===== src/rtl/uart_tx_fifo.sv =====
// uart_tx_fifo: byte FIFO feeding an 8N1 UART transmitter.
// Ports: clk, rst (sync, active-high), uart_we/wdata (byte write),
//   tx (serial out), busy, fifo_full, fifo_count, overflow (sticky).
module uart_tx_fifo #(
  parameter int CLKS_PER_BIT = 16,
  parameter int FIFO_DEPTH   = 8
) (
  input  logic                          clk,
  input  logic                          rst,
  input  logic                          uart_we,
  input  logic [31:0]                   wdata,
  output logic                          tx,
  output logic                          busy,
  output logic                          fifo_full,
  output logic [$clog2(FIFO_DEPTH):0]   fifo_count,
  output logic                          overflow
);

  localparam int AW = $clog2(FIFO_DEPTH);
  localparam int BW = (CLKS_PER_BIT > 2) ? $clog2(CLKS_PER_BIT) : 1;
  localparam logic [BW-1:0] BAUD_MAX = BW'(CLKS_PER_BIT - 1);
  localparam logic [AW:0]   DEPTH    = (AW + 1)'(FIFO_DEPTH);

  typedef enum logic [1:0] {
    S_IDLE,
    S_START,
    S_DATA,
    S_STOP
  } state_e;

  logic [7:0]    mem_q [FIFO_DEPTH];
  logic [AW-1:0] wr_ptr_q, wr_ptr_d;
  logic [AW-1:0] rd_ptr_q, rd_ptr_d;
  logic [AW:0]   count_q, count_d;
  logic          ovf_q, ovf_d;

  state_e        state_q;
  logic [7:0]    shift_q;
  logic [2:0]    bit_q;
  logic [BW-1:0] baud_q;
  logic          tx_q;

  logic full;
  logic push;
  logic pop;
  logic unused_wdata;

  assign unused_wdata = ^wdata[31:8];

  // Full is judged on registered occupancy, so a write on a pop
  // edge while full is still dropped.
  assign full = (count_q == DEPTH);
  assign push = uart_we && !full;
  assign pop  = (state_q == S_IDLE) && (count_q != '0);

  always_comb begin
    wr_ptr_d = wr_ptr_q;
    rd_ptr_d = rd_ptr_q;
    count_d  = count_q;
    ovf_d    = ovf_q;
    if (push) begin
      wr_ptr_d = wr_ptr_q + 1'b1;
    end
    if (pop) begin
      rd_ptr_d = rd_ptr_q + 1'b1;
    end
    if (push && !pop) begin
      count_d = count_q + 1'b1;
    end else if (pop && !push) begin
      count_d = count_q - 1'b1;
    end
    if (uart_we && full) begin
      ovf_d = 1'b1;
    end
  end

  always_ff @(posedge clk) begin
    if (rst) begin
      wr_ptr_q <= '0;
      rd_ptr_q <= '0;
      count_q  <= '0;
      ovf_q    <= 1'b0;
    end else begin
      wr_ptr_q <= wr_ptr_d;
      rd_ptr_q <= rd_ptr_d;
      count_q  <= count_d;
      ovf_q    <= ovf_d;
    end
  end

  always_ff @(posedge clk) begin
    if (!rst && push) begin
      mem_q[wr_ptr_q] <= wdata[7:0];
    end
  end

  // tx_q is loaded with the value of the state being entered, so the
  // line changes on the same edge as the state register.
  always_ff @(posedge clk) begin
    if (rst) begin
      state_q <= S_IDLE;
      shift_q <= '0;
      bit_q   <= '0;
      baud_q  <= '0;
      tx_q    <= 1'b1;
    end else begin
      unique case (state_q)
        S_IDLE: begin
          tx_q <= 1'b1;
          if (pop) begin
            shift_q <= mem_q[rd_ptr_q];
            bit_q   <= '0;
            baud_q  <= '0;
            tx_q    <= 1'b0;
            state_q <= S_START;
          end
        end
        S_START: begin
          if (baud_q == BAUD_MAX) begin
            baud_q  <= '0;
            tx_q    <= shift_q[0];
            state_q <= S_DATA;
          end else begin
            baud_q <= baud_q + 1'b1;
          end
        end
        S_DATA: begin
          if (baud_q == BAUD_MAX) begin
            baud_q  <= '0;
            shift_q <= shift_q >> 1;
            if (bit_q == 3'd7) begin
              tx_q    <= 1'b1;
              state_q <= S_STOP;
            end else begin
              bit_q <= bit_q + 1'b1;
              tx_q  <= shift_q[1];
            end
          end else begin
            baud_q <= baud_q + 1'b1;
          end
        end
        S_STOP: begin
          if (baud_q == BAUD_MAX) begin
            baud_q  <= '0;
            tx_q    <= 1'b1;
            state_q <= S_IDLE;
          end else begin
            baud_q <= baud_q + 1'b1;
          end
        end
        default: begin
          tx_q    <= 1'b1;
          state_q <= S_IDLE;
        end
      endcase
    end
  end

  assign tx         = tx_q;
  assign busy       = (state_q != S_IDLE) || (count_q != '0);
  assign fifo_full  = full;
  assign fifo_count = count_q;
  assign overflow   = ovf_q;

endmodule

===== config.mk =====
export PLATFORM = sky130hd
export DESIGN_NAME = uart_tx_fifo
export DESIGN_NICKNAME = d
export VERILOG_FILES = /design/src/rtl/uart_tx_fifo.sv
export SDC_FILE = /design/constraint.sdc
export NUM_CORES = 1
export LEC_CHECK = 0
export CAP_MARGIN = 20
export CORE_MARGIN = 2
export CORE_UTILIZATION = 56
export CTS_CLUSTER_SIZE = 14
export DETAILED_ROUTE_END_ITERATION = 10
export PLACE_DENSITY = 0.81
export SETUP_SLACK_MARGIN = 0.5
export SLEW_MARGIN = 10
export SYNTH_ARGS = -nofsm -noshare
export SYNTH_HDL_FRONTEND = slang
export SYNTH_SLANG_ARGS = --single-unit

===== constraint.sdc =====
create_clock -name clk -period 3.15 [get_ports clk]
set_input_delay 0.945 -clock clk [delete_from_list [all_inputs] [get_ports clk]]
set_output_delay 0.945 -clock clk [all_outputs]
set_load 0.03 [all_outputs]

==> impl_metrics.env, run 1 <==
export IMPL_status="finished, final reports clean"
export IMPL_wl_um=6970
export IMPL_syn_inst=279
export IMPL_numCtsBuffers=9
export IMPL_p_total_w=0.00369
export IMPL_syn_area_per_cell_um2=14.5
export IMPL_hpwl_um=4560
export IMPL_clk_pin_slew_ns=0.10
export IMPL_die_w_um=89.1
export IMPL_ctsHoldBuffers=0
export IMPL_cts_sinks=96
export IMPL_finalMaxSlewViolations=0
export IMPL_dr_pass1_iters=4
export IMPL_rrSetupSlack_ns=0.68
export IMPL_synth_flop_cell="edfxtp_1"
export IMPL_clkLatencyLatePin_ns=0.36
export IMPL_avgRoutedWirePerCell_um=16.9
export IMPL_clock_skew_ns=0.0128
export IMPL_antenna_left=0
export IMPL_synth_edf_count=64
export IMPL_cp_required_ns=2.20
export IMPL_yosysSeqAreaShare_pct=63.2
export IMPL_crit_path_cell_trace="or4b_4 -> inv_1 -> buf_2"
export IMPL_instances_no_fill=412
export IMPL_die_y_um=89.1
export IMPL_arrival_ns=1.57
export IMPL_finalSetupViolCount=0
export IMPL_num_nets_final=357
export IMPL_end_kind="output port"
export IMPL_cp_start_kind="flop"
export IMPL_grt_overflow_total=0
export IMPL_seq_area_mm2=0.00257
export IMPL_portBuffers=18
export IMPL_p_leak_nw=1.59
export IMPL_cts_tree="built"
export IMPL_p_seq_share_pct=45.0
export IMPL_ys_warn_count=0
export IMPL_cp_max_fo=6
export IMPL_gp_congestion=0.835
export IMPL_drcViolationCount=0
export IMPL_hold_path_class="flop to flop"
export IMPL_synthDistinctLibCells=48
export IMPL_vias=2363
export IMPL_rsz0062_at_grt="no"
export IMPL_internal_power_w=0.00242
export IMPL_period_share_pct=79.9
export IMPL_ys_seq_elements=96
export IMPL_gr_usage_all_layers_pct=19.3
export IMPL_comb_power_share_pct=34.5
export IMPL_clockRootBuffer="clkbuf_8"
export IMPL_path_buf_inv=2
export IMPL_cpPeakStageDelay_ns=0.57
export IMPL_fin_area_mm2=0.00462
export IMPL_worst_slew_pin_slew_ns=0.851
export IMPL_critPathKind="flop to output port"
export IMPL_multiInputGateArea_mm2=0.00144
export IMPL_grt_start_max_net_pins=23
export IMPL_drt_iter0_drc=117
export IMPL_slew_headroom_pct=41.8
export IMPL_fmax_mhz=397
export IMPL_pwr_share_clk_pct=20.5
export IMPL_routed_via_density=5.74
export IMPL_async_flop_share_pct=0
export IMPL_cpMaxStageDelayCell="or4b_4"
export IMPL_power_density_mw_per_mm2=798
export IMPL_period_needed_ns=2.52
export IMPL_yosysTopAreaCell="edfxtp_1"
export IMPL_syn_nets=328
export IMPL_swShare_pct=34.5
export IMPL_clockBufferDepth=2
export IMPL_yosys_top_cells_area="edfxtp_1 (47%), dfxtp_1 (16%), mux4_2 (8.9%)"
export IMPL_grt_pass1_wl_um=11300
export IMPL_hold_viol_final=0
export IMPL_yosysTopAreaCellShare_pct=47.4
export IMPL_htree_levels=3
export IMPL_drive_above_1_share_pct=20.8
export IMPL_fillerInstances=548
export IMPL_area_growth_pct=13.9
export IMPL_core_mm2=0.00714
export IMPL_pin_count=43
export IMPL_p_sw_w=0.00127
export IMPL_ir_drop_mv=0.506
export IMPL_netlist_area_mm2=0.00406
export IMPL_grt_pass1_vias=2298
export IMPL_critPathTopFamily="simple AND/OR/NAND/NOR gates"
export IMPL_num_rows=31
export IMPL_maxCapViolations=0
export IMPL_antenna_cells=0
export IMPL_initial_core_util_pct=56.8
export IMPL_dieArea_mm2=0.00794
export IMPL_place_area_mm2=0.00440
export IMPL_antenna_found_initial=0
export IMPL_dp_cells=395
export IMPL_tns_ns=0
==> worst reg2reg max path, stage by stage, from the launching register on <==
cell and delay (ns):
dfxtp_2 0.38, or4b_4 0.57, nand2_2 0.09, inv_2 0.04
ha_1 0.19, inv_2 0.11, ha_4 0.22, a21oi_2 0.15
a211oi_1 0.09, a31oi_1 0.18, mux2_2 0.35
==> layer usage <==
layer / global-route usage [%] / up-vias / routed length [µm]
li1: - / 1119 / -
met1: 26.5 / 1179 / 3150
met2: 31.4 / 54 / 3520
met3: 3.60 / 11 / 194
met4: 6.78 / 0 / 104
met5: 0 / - / 0
==> registers in the layout, indices dropped and copies added, names as in the netlist, named ones only <==
signal      cells
tx              1
fifo_count      4
overflow        1
mem_q          64
bit_q           3
shift_q         8
rd_ptr_q        3
state_q         2
baud_q          4
wr_ptr_q        3
==> worst paths after layout <==
| check | cells after the start | start | to |
|---|---|---|---|
| hold reg to reg | 2 | overflow | overflow |
| setup / recovery | 3 | fifo_count[1] | fifo_full |
| setup reg to reg | 10 | fifo_count[1] | fifo_count[3] |
| hold / removal | 2 | overflow | overflow |
==> synth_stat cells (2+ instances only) <==
library cell,number
nand3b_1,5
buf_2,3
nand2_1,8
and2_1,6
xor2_1,4
nor2_1,25
nand2b_1,2
a21oi_1,15
clkbuf_1,7
o21ai_0,5
mux4_2,16
a211oi_1,2
inv_1,7
or3_1,2
nor3_1,5
clkbuf_2,2
xnor2_1,2
mux2i_1,17
nor2b_1,2
nand3_1,4
ha_1,13
o22ai_1,7
edfxtp_1,64
dfxtp_1,32
==> metrics by stage <==
step / util (%) / setup slack, ns / hold slack (ns)
after detailed placement: 61.7 / 0.0214 / 0.462
final: 64.7 / 0.634 / 0.485
after global placement: 61.7 / 0.0909 / 0.450
after global routing: 64.7 / 0.530 / 0.514
after CTS: 64.8 / 0.472 / 0.488
after floorplan: - / 0.547 / 0.449
==> cells in the final DEF (no fill, tap or decap), drive strengths merged, types with 2 or more instances in the layout <==
| cell | count |
|---|---|
| inv | 11 |
| xor2 | 4 |
| nand2b | 2 |
| nor4 | 2 |
| a211oi | 2 |
| nor2 | 25 |
| clkbuf | 10 |
| nand3 | 4 |
| a22oi | 2 |
| mux4 | 16 |
| nand3b | 5 |
| clkinv | 4 |
| edfxtp | 64 |
| buf | 15 |
| dfxtp | 32 |
| clkdlybuf4s50 | 15 |
| or3 | 2 |
| o22ai | 7 |
| and2 | 7 |
| o21ai | 5 |
| nand2 | 9 |
| a21oi | 15 |
| mux2i | 17 |
| xnor2 | 2 |
| nor3 | 5 |
| ha | 13 |
| or4b | 2 |
| nor2b | 2 |
==> logic make-up after synthesis <==
family | Yosys count | synth area share (%)
compound gates | 38 | 6.01
buf+inv | 22 | 2.47
simple gates | 69 | 9.19
flops | 96 | 63.2
fa+ha+maj | 14 | 4.50
xor+xnor | 6 | 1.30
mux | 34 | 13.4
==> power groups by stage <==
stage	Combinational, W	Sequential (W)	Clock [W]
finish	0.00127	0.00166	0.000754
detailed placement	0.00122	0.00169	0
CTS	0.00127	0.00166	0.000766
global route	0.00139	0.00169	0.000830
floorplan	0.000977	0.00165	0
global placement	0.00119	0.00168	0
==> repair_timing <==
item                                   CTS  global route
pin swaps                                1             0
setup buffers                            1             0
setup endpoints to repair                3             3
endpoints found under the hold margin    0             0
resized for setup                        8             7
==> area by class of cell <==
type	instances	share of cell area, %
sequential	96	55.6
multi-input combinational	161	31.1
timing repair buffer	32	6.01
clock buffer	9	2.68
tap	99	2.68
clock inverter	7	1.35
inverter	8	0.650
No activity file was read; power rests on OpenSTA's default activity.
==> run 2, diff against run 1 <==
Settings changed: CORE_UTILIZATION 56 to 51, PLACE_DENSITY 0.81 to 0.78.
Clock period 3.15 ns to 2.2 ns, I/O delays scaled along.
==> impl_metrics.env, run 2 (synthesis results as in run 1) <==
export IMPL_grt_pass1_wl_um=12800
export IMPL_internal_power_w=0.00420
export IMPL_pin_count=43
export IMPL_arrival_ns=2.58
export IMPL_num_nets_final=402
export IMPL_cts_tree="built"
export IMPL_p_total_w=0.00646
export IMPL_period_share_pct=105
export IMPL_antenna_left=0
export IMPL_gr_usage_all_layers_pct=19.8
export IMPL_status="finished, violations left"
export IMPL_pre_cts_ws_ns=-0.388
export IMPL_drcViolationCount=0
export IMPL_p_leak_nw=1.91
export IMPL_whs_ns=0.480
export IMPL_hpwl_um=5010
export IMPL_num_rows=32
export IMPL_wl_um=8120
export IMPL_hp_start="overflow"
export IMPL_gp_congestion=0.781
export IMPL_ctsHoldBuffers=0
export IMPL_antenna_cells=0
export IMPL_period_needed_ns=2.31
export IMPL_r2r_start="fifo_count[0]"
export IMPL_top_register="mem_q"
export IMPL_cp_required_ns=2.47
export IMPL_p_sw_w=0.00226
export IMPL_slew_headroom_pct=73.8
export IMPL_largest_reg_flops=64
export IMPL_die_w_um=93.2
export IMPL_power_density_mw_per_mm2=1200
export IMPL_dr_pass1_iters=4
export IMPL_cts_sinks=96
export IMPL_finalMaxSlewViolations=0
export IMPL_place_area_mm2=0.00470
export IMPL_pwr_share_clk_pct=17.6
export IMPL_core_mm2=0.00773
export IMPL_critPathKind="flop to flop"
export IMPL_routed_via_density=5.57
export IMPL_die_y_um=93.2
export IMPL_startpoint="fifo_count[0]"
export IMPL_grt_start_max_net_pins=21
export IMPL_htree_levels=3
export IMPL_hold_viol_final=0
export IMPL_clock_skew_ns=0.0166
export IMPL_top_regs="mem_q: 64 flops, shift_q: 8 flops"
export IMPL_portBuffers=18
export IMPL_hold_path_class="flop to flop"
export IMPL_p_seq_share_pct=35.6
export IMPL_clk_pin_slew_ns=0.11
export IMPL_ir_drop_mv=0.633
export IMPL_avgRoutedWirePerCell_um=17.7
export IMPL_cp_start_kind="flop"
export IMPL_initial_core_util_pct=52.5
export IMPL_drt_iter0_drc=83
export IMPL_fillerInstances=494
export IMPL_grt_pass1_vias=2617
export IMPL_area_growth_pct=32.8
export IMPL_swShare_pct=34.9
export IMPL_antenna_found_initial=0
export IMPL_dieArea_mm2=0.00868
export IMPL_final_common_cell="edfxtp_1"
export IMPL_comb_power_share_pct=46.8
export IMPL_finalSetupViolCount=3
export IMPL_crit_path_cell_trace="or4b_4 -> nand2_4 -> inv_4 -> ha_4 -> inv_4 -> ha_4 -> a21oi_2 -> a211oi_1 -> a31oi_1 -> mux2_2"
export IMPL_setup_ws_ns=-0.114
export IMPL_critPathTopFamily="simple AND/OR/NAND/NOR gates"
export IMPL_maxCapViolations=0
export IMPL_fin_area_mm2=0.00539
export IMPL_clockBufferDepth=2
export IMPL_clkLatencyLatePin_ns=0.37
export IMPL_numCtsBuffers=9
export IMPL_cp_max_fo=3
export IMPL_grt_overflow_total=0
export IMPL_end_kind="flop"
export IMPL_cpMaxStageDelayCell="or4b_4"
export IMPL_drive_above_1_share_pct=43.9
export IMPL_vias=2560
export IMPL_layout_common_cells="edfxtp_1 (64), buf_4 (33), buf_6 (27)"
export IMPL_cpPeakStageDelay_ns=0.57
export IMPL_fmax_mhz=432
export IMPL_final_util_pct=69.7
export IMPL_worst_slew_pin_slew_ns=0.392
export IMPL_rsz0062_at_grt="yes"
export IMPL_violations="negative setup slack"
export IMPL_clockRootBuffer="clkbuf_8"
export IMPL_path_buf_inv=2
-- run 2: cell types whose count changed in the layout (fill, tap and decap cells not counted), moves of 4 or more --
cell             delta
buf_6              +27
buf_4              +19
clkdlybuf4s50_1     -6
nor2_1              -6
ha_1                -5
nor2_4              +5
a21oi_1             -4
buf_12              +4
dfxtp_4             +4
-- run 2: metal layers --
layer | vias to the layer above | GRT usage (%) | part of all wire (%) | wire length (µm)
met3 | 9 | 4.03 | 3.3 | 267
met2 | 43 | 36.8 | 55 | 4490
met4 | 0 | 7.48 | 1.3 | 102
met1 | 1296 | 22.2 | 40 | 3270
li1 | 1212 | - | - | -
met5 | - | 0 | 0 | 0
-- run 2: stage by stage --
| step | setup TNS [ns] | cells |
|---|---|---|
| detailed placement | -4.39 | 421 |
| global placement | -3.63 | 421 |
| floorplan | -0.689 | 279 |
| CTS | -0.340 | 453 |
| global route | -0.580 | 460 |
| finish | -0.250 | 460 |
-- run 2: worst reg2reg max path, delay by kind of cell, from the launching register on --
kind | cells | cell delay, ns
and+or+nand+nor | 2 | 0.67
adders and majority gates | 2 | 0.36
buffers and inverters | 2 | 0.10
AOI/OAI and AO/OA | 3 | 0.39
muxes | 1 | 0.34
DFF | 1 | 0.36
-- run 2: final cells by class --
| class | instances | area (µm²) | share of cell area (%) |
|---|---|---|---|
| inverters | 8 | 37.5 | 0.697 |
| well taps | 102 | 128 | 2.37 |
| multi-input cells | 161 | 1680 | 31.2 |
| clock buffers | 9 | 124 | 2.30 |
| repair buffers | 77 | 756 | 14.0 |
| clock inverters | 7 | 83.8 | 1.56 |
| flip-flops and latches | 96 | 2580 | 47.9 |
-- run 2: repair_timing --
action / CTS / global route
setup buffers: 16 / 7
pin swaps: 19 / 27
resized for setup: 84 / 36
endpoints found under the setup margin: 89 / 89
-- run 2: path summary, 6_finish.rpt --
path                                 endpoint  slack [ns]  cells after the start
worst max-delay path            fifo_count[3]       -0.11                     10
worst min register to register       overflow        0.48                      2
worst min-delay path                 overflow        0.48                      2
worst max register to register  fifo_count[3]       -0.11                     10
-- run 2: power groups by stage --
stage | combinational (W) | sequential [W] | clock [W]
2_1_floorplan | 0.00148 | 0.00239 | 0
3_3_place_gp | 0.00214 | 0.00232 | 0
3_5_place_dp | 0.00220 | 0.00234 | 0
4_1_cts | 0.00263 | 0.00230 | 0.00116
5_1_grt | 0.00324 | 0.00233 | 0.00123
6_report | 0.00302 | 0.00230 | 0.00113
